File: config.mk
export PLATFORM = sky130hd
export DESIGN_NAME = queue_sched
export DESIGN_NICKNAME = d
export VERILOG_FILES = /design/src/rtl/queue_pkg.sv /design/src/rtl/sat_counter.sv /design/src/rtl/queue_sched.sv
export SDC_FILE = /design/constraint.sdc
export NUM_CORES = 1
export LEC_CHECK = 0
export CAP_MARGIN = 20
export CORE_MARGIN = 2
export CORE_UTILIZATION = 47
export DETAILED_ROUTE_END_ITERATION = 8
export PLACE_DENSITY_LB_ADDON = 0.12
export RECOVER_POWER = 100
export SETUP_SLACK_MARGIN = 0.5
export SKIP_LAST_GASP = 1
export SLEW_MARGIN = 10
export SYNTH_ARGS = -nofsm -noshare
export SYNTH_HDL_FRONTEND = slang
export SYNTH_SLANG_ARGS = --single-unit
File: constraint.sdc
create_clock -name clock_10k -period 2.1 [get_ports clock_10k]
set_input_delay 0.315 -clock clock_10k [delete_from_list [all_inputs] [get_ports clock_10k]]
set_output_delay 0.315 -clock clock_10k [all_outputs]
set_load 0.005 [all_outputs]
File: src/rtl/queue_pkg.sv
// Shared definitions for the queue sequencer and the 8-entry byte queue it drives.
package queue_pkg;

   localparam int QUEUE_DEPTH = 8;

   typedef enum logic [2:0] {
      IDLE     = 3'd0,
      ENQ      = 3'd1,
      ENQ_WAIT = 3'd2,
      DEQ      = 3'd3,
      DEQ_WAIT = 3'd4,
      PRESENT  = 3'd5
   } state_t;

endpackage

File: src/rtl/sat_counter.sv
// Up-counter that saturates at LIMIT; clear has priority over enable.
module sat_counter #(
   parameter int WIDTH = 10,
   parameter int LIMIT = 1000
) (
   input  logic clock_10k,
   input  logic reset,
   input  logic clear,
   input  logic enable,
   output logic at_limit
);

   localparam logic [WIDTH-1:0] LIM = WIDTH'(LIMIT);

   logic [WIDTH-1:0] count;

   always_ff @(posedge clock_10k or posedge reset) begin
      if (reset) begin
         count <= '0;
      end else if (clear) begin
         count <= '0;
      end else if (enable && (count != LIM)) begin
         count <= count + 1'b1;
      end
   end

   assign at_limit = (count == LIM);

endmodule

File: src/rtl/queue_sched.sv
// Sequences enqueue/dequeue strobes for the byte queue and presents drained bytes
// to the consumer; enqueue and dequeue are never issued in the same cycle.
module queue_sched
   import queue_pkg::*;
#(
   parameter int DRAIN_THRESHOLD = 8,
   parameter int IDLE_TIMEOUT    = 1000,
   parameter int RESP_TIMEOUT    = 4
) (
   input  logic       clock_10k,
   input  logic       reset,
   input  logic       des_valid_in,
   output logic       des_ack_out,
   output logic       q_enq_out,
   output logic       q_deq_out,
   input  logic [7:0] q_data_in,
   input  logic [3:0] q_len_in,
   input  logic       q_status_in,
   input  logic       q_ack_in,
   output logic [7:0] out_data,
   output logic       out_valid,
   input  logic       out_ack_in,
   output logic       drain_active,
   output logic       overflow_err,
   output logic       resp_err,
   output logic [2:0] fsm_state
);

   // Handshakes: des_valid_in is a level held by the producer until des_ack_out
   // pulses; out_valid is held with stable out_data until out_ack_in is seen in PRESENT.

   localparam logic [3:0] DEPTH  = 4'(QUEUE_DEPTH);
   localparam logic [3:0] THRESH = 4'(DRAIN_THRESHOLD);
   localparam int IDLE_W = $clog2(IDLE_TIMEOUT + 1);
   localparam int RESP_W = (RESP_TIMEOUT > 1) ? $clog2(RESP_TIMEOUT) : 1;

   state_t     state, state_next;
   logic       byte_taken, byte_taken_next;
   logic       enq_next, deq_next, des_ack_next;
   logic       out_valid_next, drain_next, overflow_next, resp_next;
   logic [7:0] out_data_next;
   logic       pending, len_zero, idle_at_limit, resp_expired, idle_expired;

   assign pending      = des_valid_in && !byte_taken;
   assign len_zero     = (q_len_in == 4'd0);
   assign idle_expired = idle_at_limit && !len_zero;
   assign fsm_state    = state;

   sat_counter #(.WIDTH(IDLE_W), .LIMIT(IDLE_TIMEOUT)) u_idle_cnt (
      .clock_10k (clock_10k),
      .reset     (reset),
      .clear     (pending || len_zero),
      .enable    (1'b1),
      .at_limit  (idle_at_limit)
   );

   // Counts cycles spent in ENQ_WAIT; expires on the last allowed cycle.
   sat_counter #(.WIDTH(RESP_W), .LIMIT(RESP_TIMEOUT - 1)) u_resp_cnt (
      .clock_10k (clock_10k),
      .reset     (reset),
      .clear     (state != ENQ_WAIT),
      .enable    (1'b1),
      .at_limit  (resp_expired)
   );

   always_comb begin
      state_next      = state;
      des_ack_next    = 1'b0;
      byte_taken_next = byte_taken;
      out_valid_next  = out_valid;
      out_data_next   = out_data;
      drain_next      = drain_active;
      overflow_next   = overflow_err;
      resp_next       = resp_err;

      if (!des_valid_in) byte_taken_next = 1'b0;

      if ((q_len_in >= THRESH) || idle_expired) drain_next = 1'b1;
      else if ((state == IDLE) && len_zero)     drain_next = 1'b0;

      case (state)
         IDLE: begin
            if (drain_active && !len_zero) begin
               state_next = DEQ;
            end else if (pending && (q_len_in < DEPTH)) begin
               state_next = ENQ;
            end else if (pending) begin
               drain_next = 1'b1;
               state_next = DEQ;
            end
         end
         ENQ:      state_next = ENQ_WAIT;
         ENQ_WAIT: begin
            if (q_ack_in) begin
               des_ack_next    = 1'b1;
               byte_taken_next = 1'b1;
               state_next      = IDLE;
            end else if (q_status_in) begin
               overflow_next = 1'b1;
               state_next    = IDLE;
            end else if (resp_expired) begin
               resp_next  = 1'b1;
               state_next = IDLE;
            end
         end
         DEQ:      state_next = DEQ_WAIT;
         DEQ_WAIT: begin
            out_data_next  = q_data_in;
            out_valid_next = 1'b1;
            state_next     = PRESENT;
         end
         PRESENT: begin
            if (out_ack_in) begin
               out_valid_next = 1'b0;
               state_next     = IDLE;
            end
         end
         default:  state_next = IDLE;
      endcase

      enq_next = (state_next == ENQ);
      deq_next = (state_next == DEQ);
   end

   always_ff @(posedge clock_10k or posedge reset) begin
      if (reset) begin
         state        <= IDLE;
         byte_taken   <= 1'b0;
         q_enq_out    <= 1'b0;
         q_deq_out    <= 1'b0;
         des_ack_out  <= 1'b0;
         out_valid    <= 1'b0;
         out_data     <= 8'h00;
         drain_active <= 1'b0;
         overflow_err <= 1'b0;
         resp_err     <= 1'b0;
      end else begin
         state        <= state_next;
         byte_taken   <= byte_taken_next;
         q_enq_out    <= enq_next;
         q_deq_out    <= deq_next;
         des_ack_out  <= des_ack_next;
         out_valid    <= out_valid_next;
         out_data     <= out_data_next;
         drain_active <= drain_next;
         overflow_err <= overflow_next;
         resp_err     <= resp_next;
      end
   end

endmodule
== Word level (Yosys, flattened, before mapping) ==
Cells that the tools add are included.
Storage, ports and cells
  word-level logic and storage cells: 73
  memories: 0
  latch bits: 0
  memory bits (read-only): 0
  register bits: 31
  input port bits: 18
  memory bits (writable): 0
  output and inout bits: 18
Operators by class
  magnitude comparators: 2
  multiply operators: 0
  equality and inequality tests: 13
  add/subtract/negate cells: 2
  muxes and demuxes: 25
  reduce and logical (&&, ||, !) cells: 17
  shifts and indexed selects: 0
  bitwise logic cells: 2
  divide/modulo/power cells: 0
Operators with widths (count)
  2-to-1 mux 3 bit: 7
  2-to-1 mux 10 bit: 2
  case mux 3 bit (6 select lines): 1
  2-to-1 mux 1 bit: 12
  adder 10 x 1 -> 10 bit (second input constant): 1
  equality test 10 bit (second input constant): 1
  != test 10 bit (second input constant): 1
  equality test 3 x 2 -> 1 bit (second input constant): 3
  equality test 3 x 1 -> 1 bit (second input constant): 2
  equality test 3 bit (second input constant): 2
  nonzero test 2 bit: 3
  logical AND 1 bit: 5
  >= comparator 4 bit (second input constant): 1
  logical NOT 4 bit: 1
  < comparator 4 bit (second input constant): 1
  2-to-1 mux 2 bit: 2
  != test 2 bit (second input constant): 2
  AND reduction 4 bit: 1
  logical NOT 3 bit: 1
  != test 3 x 2 -> 1 bit (second input constant): 1
  AND reduction 3 bit: 1
  adder 2 x 1 -> 2 bit (second input constant): 1
  equality test 2 bit (second input constant): 1
  logical NOT 1 bit: 2
  other kinds (4): 6

== Depth between registers and ports, before layout ==
Gate-level depths: netlist (run 1).
  depth after elaboration: 9
  mapped depth: 7
  gate-level depth less buffers: 6

== Cells and area by module ==
A second synthesis (run 1) with hierarchy kept.
Unflattened totals
  cell total of the unflattened synthesis: 141
  area, all modules: 1590.3 µm²
By module, submodules not included
  queue_sched: area each 842.1 µm², instances 1, sequential area each 475.5 µm², cells an instance 65
  sat_counter at u_idle_cnt: area each 620.6 µm², instances 1, sequential area each 250.2 µm², cells an instance 65
  sat_counter at u_resp_cnt: area each 127.6 µm², instances 1, sequential area each 50.0 µm², cells an instance 11

== Worst setup path before layout (run 1) ==
No wires, ideal clock.
  kind: register -> register
  start: register u_idle_cnt.count[0]
  end: register u_idle_cnt.count[1]
  arrival time: 1.412 ns
  required time: 1.962 ns
  stages on the path, launching flop included: 8
  slack: 0.550 ns
  period minus slack after synthesis: 1.550 ns
  path through: dfrtp_1 inv_1 ha_1 nand2_1 or4_1 buf_2 mux2i_1 nor2_1
Between the ends
  longest elaborated chain between the ends: 3
  elaborated cells between the ends (all ways): 5
  classes of those cells: add/sub: 1; eq/ne: 1; mux: 2; reduce/logical: 1
RTL lines
  start: declaration: line sat_counter.sv:15  | logic [WIDTH-1:0] count;
  start signal: assignment: line sat_counter.sv:23  | count <= count + 1'b1;
  adder 10 x 1 -> 10 bit: line sat_counter.sv:23
  2-to-1 mux 10 bit: line sat_counter.sv:22  | end else if (enable && (count != LIM)) begin
  2-to-1 mux 10 bit: line sat_counter.sv:20  | end else if (clear) begin
Several ways; a longest one is shown, not always the timed one. The select of a mux whose other input is x is not followed.
A chain may end at the register's enable or synchronous reset.

== Worst setup path after layout (run 1) ==
  start: register state[1] (netlist: fsm_state[1])
  end: output fsm_state[1]
RTL lines
  start: declaration: line queue_sched.sv:37  | state_t state, state_next;
  start signal: assignment: line queue_sched.sv:138  | state <= state_next;
  end: declaration: line queue_sched.sv:26  | output logic [2:0] fsm_state
No word-level cell between the ends.

==> results.json, run 1 <==
{
  "status": "finished clean",
  "antenna_found_initial": 0,
  "tns_ns": 0,
  "min_period_ns": 1.67,
  "critical_path_arrival_ns": 1.35,
  "syn2layout_area_growth_pct": 37.6,
  "diodes": 0,
  "crit_chain": "dlygate4sd3_1",
  "min_period_over_period_pct": 79.4,
  "crit_cells": 1,
  "synthCells": 126,
  "initial_utilization_pct": 49.8,
  "grt_use_total_pct": 19.5,
  "maxCapViolCount": 0,
  "slew_violations": 0,
  "reg2reg_from": "u_idle_cnt.count[0]",
  "grt_pass1_wl_um": 4910,
  "holdWs_ns": 0.458,
  "p_leak_nw": 0.860,
  "vias_per_cell": 5.29,
  "core_area_um2": 2780,
  "path_clk_slew_ns": 0.10,
  "io_buffer_count": 35,
  "dieArea_um2": 3390,
  "start_kind": "register",
  "critPathSlowestCell": "dlygate4sd3_1",
  "syn_area_um2": 1380,
  "avgSynthCellArea_um2": 11.0,
  "setup_viol": 0,
  "critPathRequiredTime_ns": 1.78,
  "worstSetupPathType": "register to output pin",
  "io_pins": 36,
  "ff2ff_path_depth": 6,
  "ctsHoldBuffers": 0,
  "cp-startpoint": "fsm_state[1]",
  "endpoint_kind": "output pin",
  "clkSinkCount": 31,
  "crit_fanout": 6,
  "die_w_um": 58.3,
  "tightest_slew_ns": 0.732,
  "power_density_nw_per_um2": 1150,
  "final_antenna_net_count": 0,
  "rsz0062_at_grt": "yes",
  "synth_largest_area_cell": "dfrtp_1",
  "ys_ff_latch": 31,
  "synth_nets": 147,
  "die_h_um": 58.3,
  "ys_types": 29,
  "layout-drive-gt1-share_pct": 16.4,
  "yosys-top-cells-area": "dfrtp_1 (56%), mux2_2 (6.5%), nor2_1 (3.8%)",
  "grt_pass1_vias": 1103,
  "fin_nets": 197,
  "dr.pass1.iters": 4,
  "grt_overflow": 0,
  "cp_top_family": "buffers and inverters",
  "cp_num_buf_inv": 1,
  "synth_warnings": 0,
  "pre_cts_ws_ns": 0.240,
  "drc": 0,
  "cts_buffer_depth": 2,
  "synth.top_cell.area_share_pct": 56.1,
  "fmax_mhz": 600,
  "tritoncts": "yes",
  "ff_latch_area_um2": 779,
  "relSlewSlack_pct": 51.2,
  "layout_commonest_cell": "dfrtp_1",
  "wirelength_um": 2880,
  "fillers": 216,
  "ys_seq_area_share_pct": 56.1,
  "r2r-end": "u_idle_cnt.count[1]",
  "multiInputGateArea_um2": 579,
  "cts_buffers": 5,
  "h-tree-depth": 2,
  "drtIter0Drc": 44,
  "final_cell_mix": "dfrtp_1 (28), dlygate4sd3_1 (19), clkdlybuf4s50_1 (16)",
  "crit_path_end": "fsm_state[1]",
  "hold_viol": 0,
  "skew_ns": 0.00582,
  "max-vdd-ir-drop_mv": 0.965,
  "vias": 1100,
  "clockRootBuffer": "clkbuf_4",
  "finalWorstSetupSlack_ns": 0.432,
  "clk_latency_ns": 0.32,
  "post-dp-hpwl_um": 2010,
  "grt_max_degree": 32,
  "num_rows": 19,
  "hold_path.class": "register to register",
  "routedWlPerCell_um": 13.8,
  "gp_congestion": 0.778,
  "reg2reg_setup_slack_ns": 0.50,
  "critPathMaxStageDelay_ns": 0.59
}
[cells by family (layout without fill, tap and decap cells)]
| group | Yosys count | after routing | share of synthesized area (%) |
|---|---|---|---|
| fa+ha+maj | 3 | 3 | 2.71 |
| flops | 31 | 31 | 56.1 |
| simple gates | 49 | 49 | 17.7 |
| compound gates | 17 | 17 | 8.23 |
| buf+inv | 8 | 59 | 2.26 |
| mux | 10 | 10 | 7.96 |
| xor+xnor | 8 | 8 | 5.06 |
[worst min-delay path by stage]
stage               slack (ns)    startpoint  cells past startpoint             endpoint
finish                    0.46  overflow_err                      1         overflow_err
global route              0.48  overflow_err                      1         overflow_err
CTS                       0.38         reset                      3  u_idle_cnt.count[9]
detailed placement        0.44  overflow_err                      1         overflow_err
global placement          0.44  overflow_err                      1         overflow_err
floorplan                 0.41   q_len_in[3]                      1         drain_active
[synthesized netlist by cell type]
library cell and instances:
a21o_1 5, a21oi_1 3, a22oi_1 1, a31o_2 1
and3_1 1, buf_2 1, clkbuf_1 2, dfrtp_1 31
ha_1 3, inv_1 5, mux2_2 8, mux2i_1 2
nand2_1 10, nand2b_1 3, nand3_1 7, nand4_1 2
nor2_1 14, nor2b_1 1, nor3_1 4, nor3b_2 1
nor4b_1 2, o2111ai_1 1, o21ai_0 4, o21ai_1 1
o21bai_2 1, or3_1 3, or4_1 1, xnor2_1 5
xor2_1 3
[flip-flops by register name, summed over array words and instances (netlist names)]
signal,flops
q_enq_out,1
u_idle_cnt.count,10
out_data,8
fsm_state,3
q_deq_out,1
out_valid,1
des_ack_out,1
resp_err,1
u_resp_cnt.count,2
overflow_err,1
byte_taken,1
drain_active,1
[metrics by stage]
step / cells / total power [W] / instance area [um^2] / util, %
final: 208 / 0.00218 / 1900 / 68.5
after global routing: 208 / 0.00235 / 1900 / 68.5
after global placement: 192 / 0.00174 / 1780 / 64.1
after CTS: 202 / 0.00221 / 1870 / 67.4
after floorplan: 126 / 0.00134 / 1380 / -
after detailed placement: 192 / 0.00178 / 1780 / 64.1
[routing by layer]
metal | track usage (%) | up-vias | wire length [um]
met1 | 23.8 | 528 | 1210
met4 | 9.97 | 0 | 73
met3 | 5.13 | 12 | 118
met5 | 0 | - | 0
li1 | - | 535 | -
met2 | 31.6 | 25 | 1480
[power by group]
group	switching (W)	internal, W	total (W)	leakage (nW)
sequential	0.000122	0.000795	0.000917	0.389
clock	0.000199	0.000197	0.000396	0.0386
combinational	0.000372	0.000497	0.000868	0.432
total	0.000693	0.00149	0.00218	0.860
[layout make-up]
| type | count | share of cell area, % |
|---|---|---|
| Clock buffer | 8 | 3.61 |
| Inverter | 5 | 0.986 |
| Multi-Input combinational cell | 87 | 30.4 |
| Sequential cell | 31 | 40.9 |
| Tap cell | 31 | 2.04 |
| Timing Repair Buffer | 46 | 22.0 |
[what timing repair did]
| item | CTS | global route |
|---|---|---|
| endpoints found under the setup margin | 6 | 5 |
| pin swaps | 0 | 1 |
| setup buffers | 2 | 6 |
| cloned | 0 | 0 |
| resized for setup | 4 | 2 |
No activity file was read; power rests on OpenSTA's default activity.
==> run 2: changes to the inputs <==
Clock period 2.1 ns to 1.6 ns, I/O delays scaled along.
==> results.json, run 2 (synthesis gave the netlist of run 1 again) <==
{
  "drc": 0,
  "drtIter0Drc": 43,
  "ff2ff_path_depth": 5,
  "endpoint_kind": "register",
  "start_kind": "register",
  "slew_violations": 0,
  "holdWs_ns": 0.421,
  "rsz0062_at_grt": "yes",
  "ff_latch_area_um2": 779,
  "multiInputGateArea_um2": 778,
  "cts_buffers": 5,
  "max-vdd-ir-drop_mv": 1.56,
  "cts_buffer_depth": 2,
  "wirelength_um": 5350,
  "largest-register": "u_idle_cnt.count",
  "worstSetupPathType": "register to register",
  "final_cell_mix": "buf_4 (30), dfrtp_1 (28), buf_6 (15)",
  "ctsHoldBuffers": 0,
  "hold_viol": 0,
  "min_path_cells": 4,
  "total_power_w": 0.00395,
  "die_w_um": 58.3,
  "final_util_pct": 85.0,
  "status": "finished clean",
  "skew_ns": 0.00895,
  "grt_pass1_wl_um": 6460,
  "critPathRequiredTime_ns": 1.84,
  "cp-startpoint": "fsm_state[2]",
  "p_leak_nw": 1.13,
  "min_period_over_period_pct": 99.9,
  "largest_reg_flops": 10,
  "syn2layout_area_growth_pct": 70.8,
  "maxCapViolCount": 0,
  "num_rows": 19,
  "fillers": 158,
  "final_antenna_net_count": 0,
  "r2r-end": "q_enq_out",
  "pre_cts_ws_ns": -0.125,
  "dr.pass1.iters": 4,
  "tightest_slew_ns": 0.779,
  "min_period_ns": 1.60,
  "crit_path_end": "q_enq_out",
  "layout-drive-gt1-share_pct": 48.1,
  "critical_path_arrival_ns": 1.84,
  "layout_commonest_cell": "buf_4",
  "clk_latency_ns": 0.33,
  "antenna_found_initial": 0,
  "post-dp-hpwl_um": 2180,
  "core_area_um2": 2780,
  "tritoncts": "yes",
  "fin_nets": 236,
  "reg2reg_from": "fsm_state[2]",
  "clkSinkCount": 31,
  "fmax_mhz": 626,
  "reg2reg_setup_slack_ns": 0.002,
  "power_density_nw_per_um2": 1670,
  "initial_utilization_pct": 49.8,
  "clockRootBuffer": "clkbuf_4",
  "relSlewSlack_pct": 48.1,
  "routedWlPerCell_um": 21.6,
  "dieArea_um2": 3390,
  "grt_use_total_pct": 26.5,
  "io_pins": 36,
  "instances_no_fill": 247,
  "h-tree-depth": 2,
  "vias": 1406,
  "grt_pass1_vias": 1346,
  "diodes": 0,
  "setup_viol": 0,
  "finalWorstSetupSlack_ns": 0.00193,
  "crit_fanout": 8,
  "path_clk_slew_ns": 0.10,
  "die_h_um": 58.3,
  "dp.cells": 197,
  "hold_path.class": "input pin to register",
  "grt_overflow": 0,
  "gp_congestion": 0.748,
  "io_buffer_count": 35,
  "grt_max_degree": 32,
  "vias_per_cell": 5.69
}
run 2: cell count changes in the layout (fill, tap and decap cells not counted), moves of 8 or more:
cell,before,now
mux2_4,0,8
dlygate4sd3_1,19,1
buf_2,0,8
mux2_2,8,0
buf_6,0,15
buf_4,7,30
run 2: layout make-up:
class | instances | share of cell area, %
tap | 31 | 1.64
multi-input combinational | 87 | 32.9
clock buffer | 8 | 2.91
timing repair buffer | 85 | 28.6
sequential | 31 | 33.0
inverter | 5 | 0.900
run 2: power by group:
group / switching [W] / internal [W]
registers: 0.000163 / 0.00104
clock network: 0.000272 / 0.000258
logic: 0.000988 / 0.00122
total: 0.00142 / 0.00252
run 2: worst min path at each step:
stage                  from                   to
2_1_floorplan   q_len_in[3]         drain_active
5_1_grt         q_len_in[0]         drain_active
3_3_place_gp   overflow_err         overflow_err
6_report        q_len_in[0]         drain_active
4_1_cts               reset  u_idle_cnt.count[0]
3_5_place_dp   overflow_err         overflow_err
run 2: critical path, stage by stage (launching register included):
cell and delay (ns):
dfrtp_2 0.39, clkbuf_2 0.24, nor4b_4 0.08, a22oi_1 0.31
nand3_2 0.18, nor4b_2 0.31
run 2: what timing repair did:
| action | 4_1_cts | 5_1_grt |
|---|---|---|
| gates resized for setup | 106 | 30 |
| pin swaps | 17 | 15 |
| endpoints found under the setup margin | 43 | 44 |
| setup buffers | 20 | 21 |
| cloned | 1 | 0 |
run 2: stage by stage:
stage               area (um^2)  TNS (ns)
floorplan                  1450         0
global placement           1860   -0.0174
detailed placement         1860    -0.149
CTS                        2170         0
global route               2360   -0.0415
finish                     2360         0
run 2: layer usage:
metal | track usage [%] | wire length (um)
met2 | 46.5 | 2680
met4 | 14.6 | 418
met1 | 29.9 | 1920
met3 | 5.13 | 336
met5 | 0 | 0
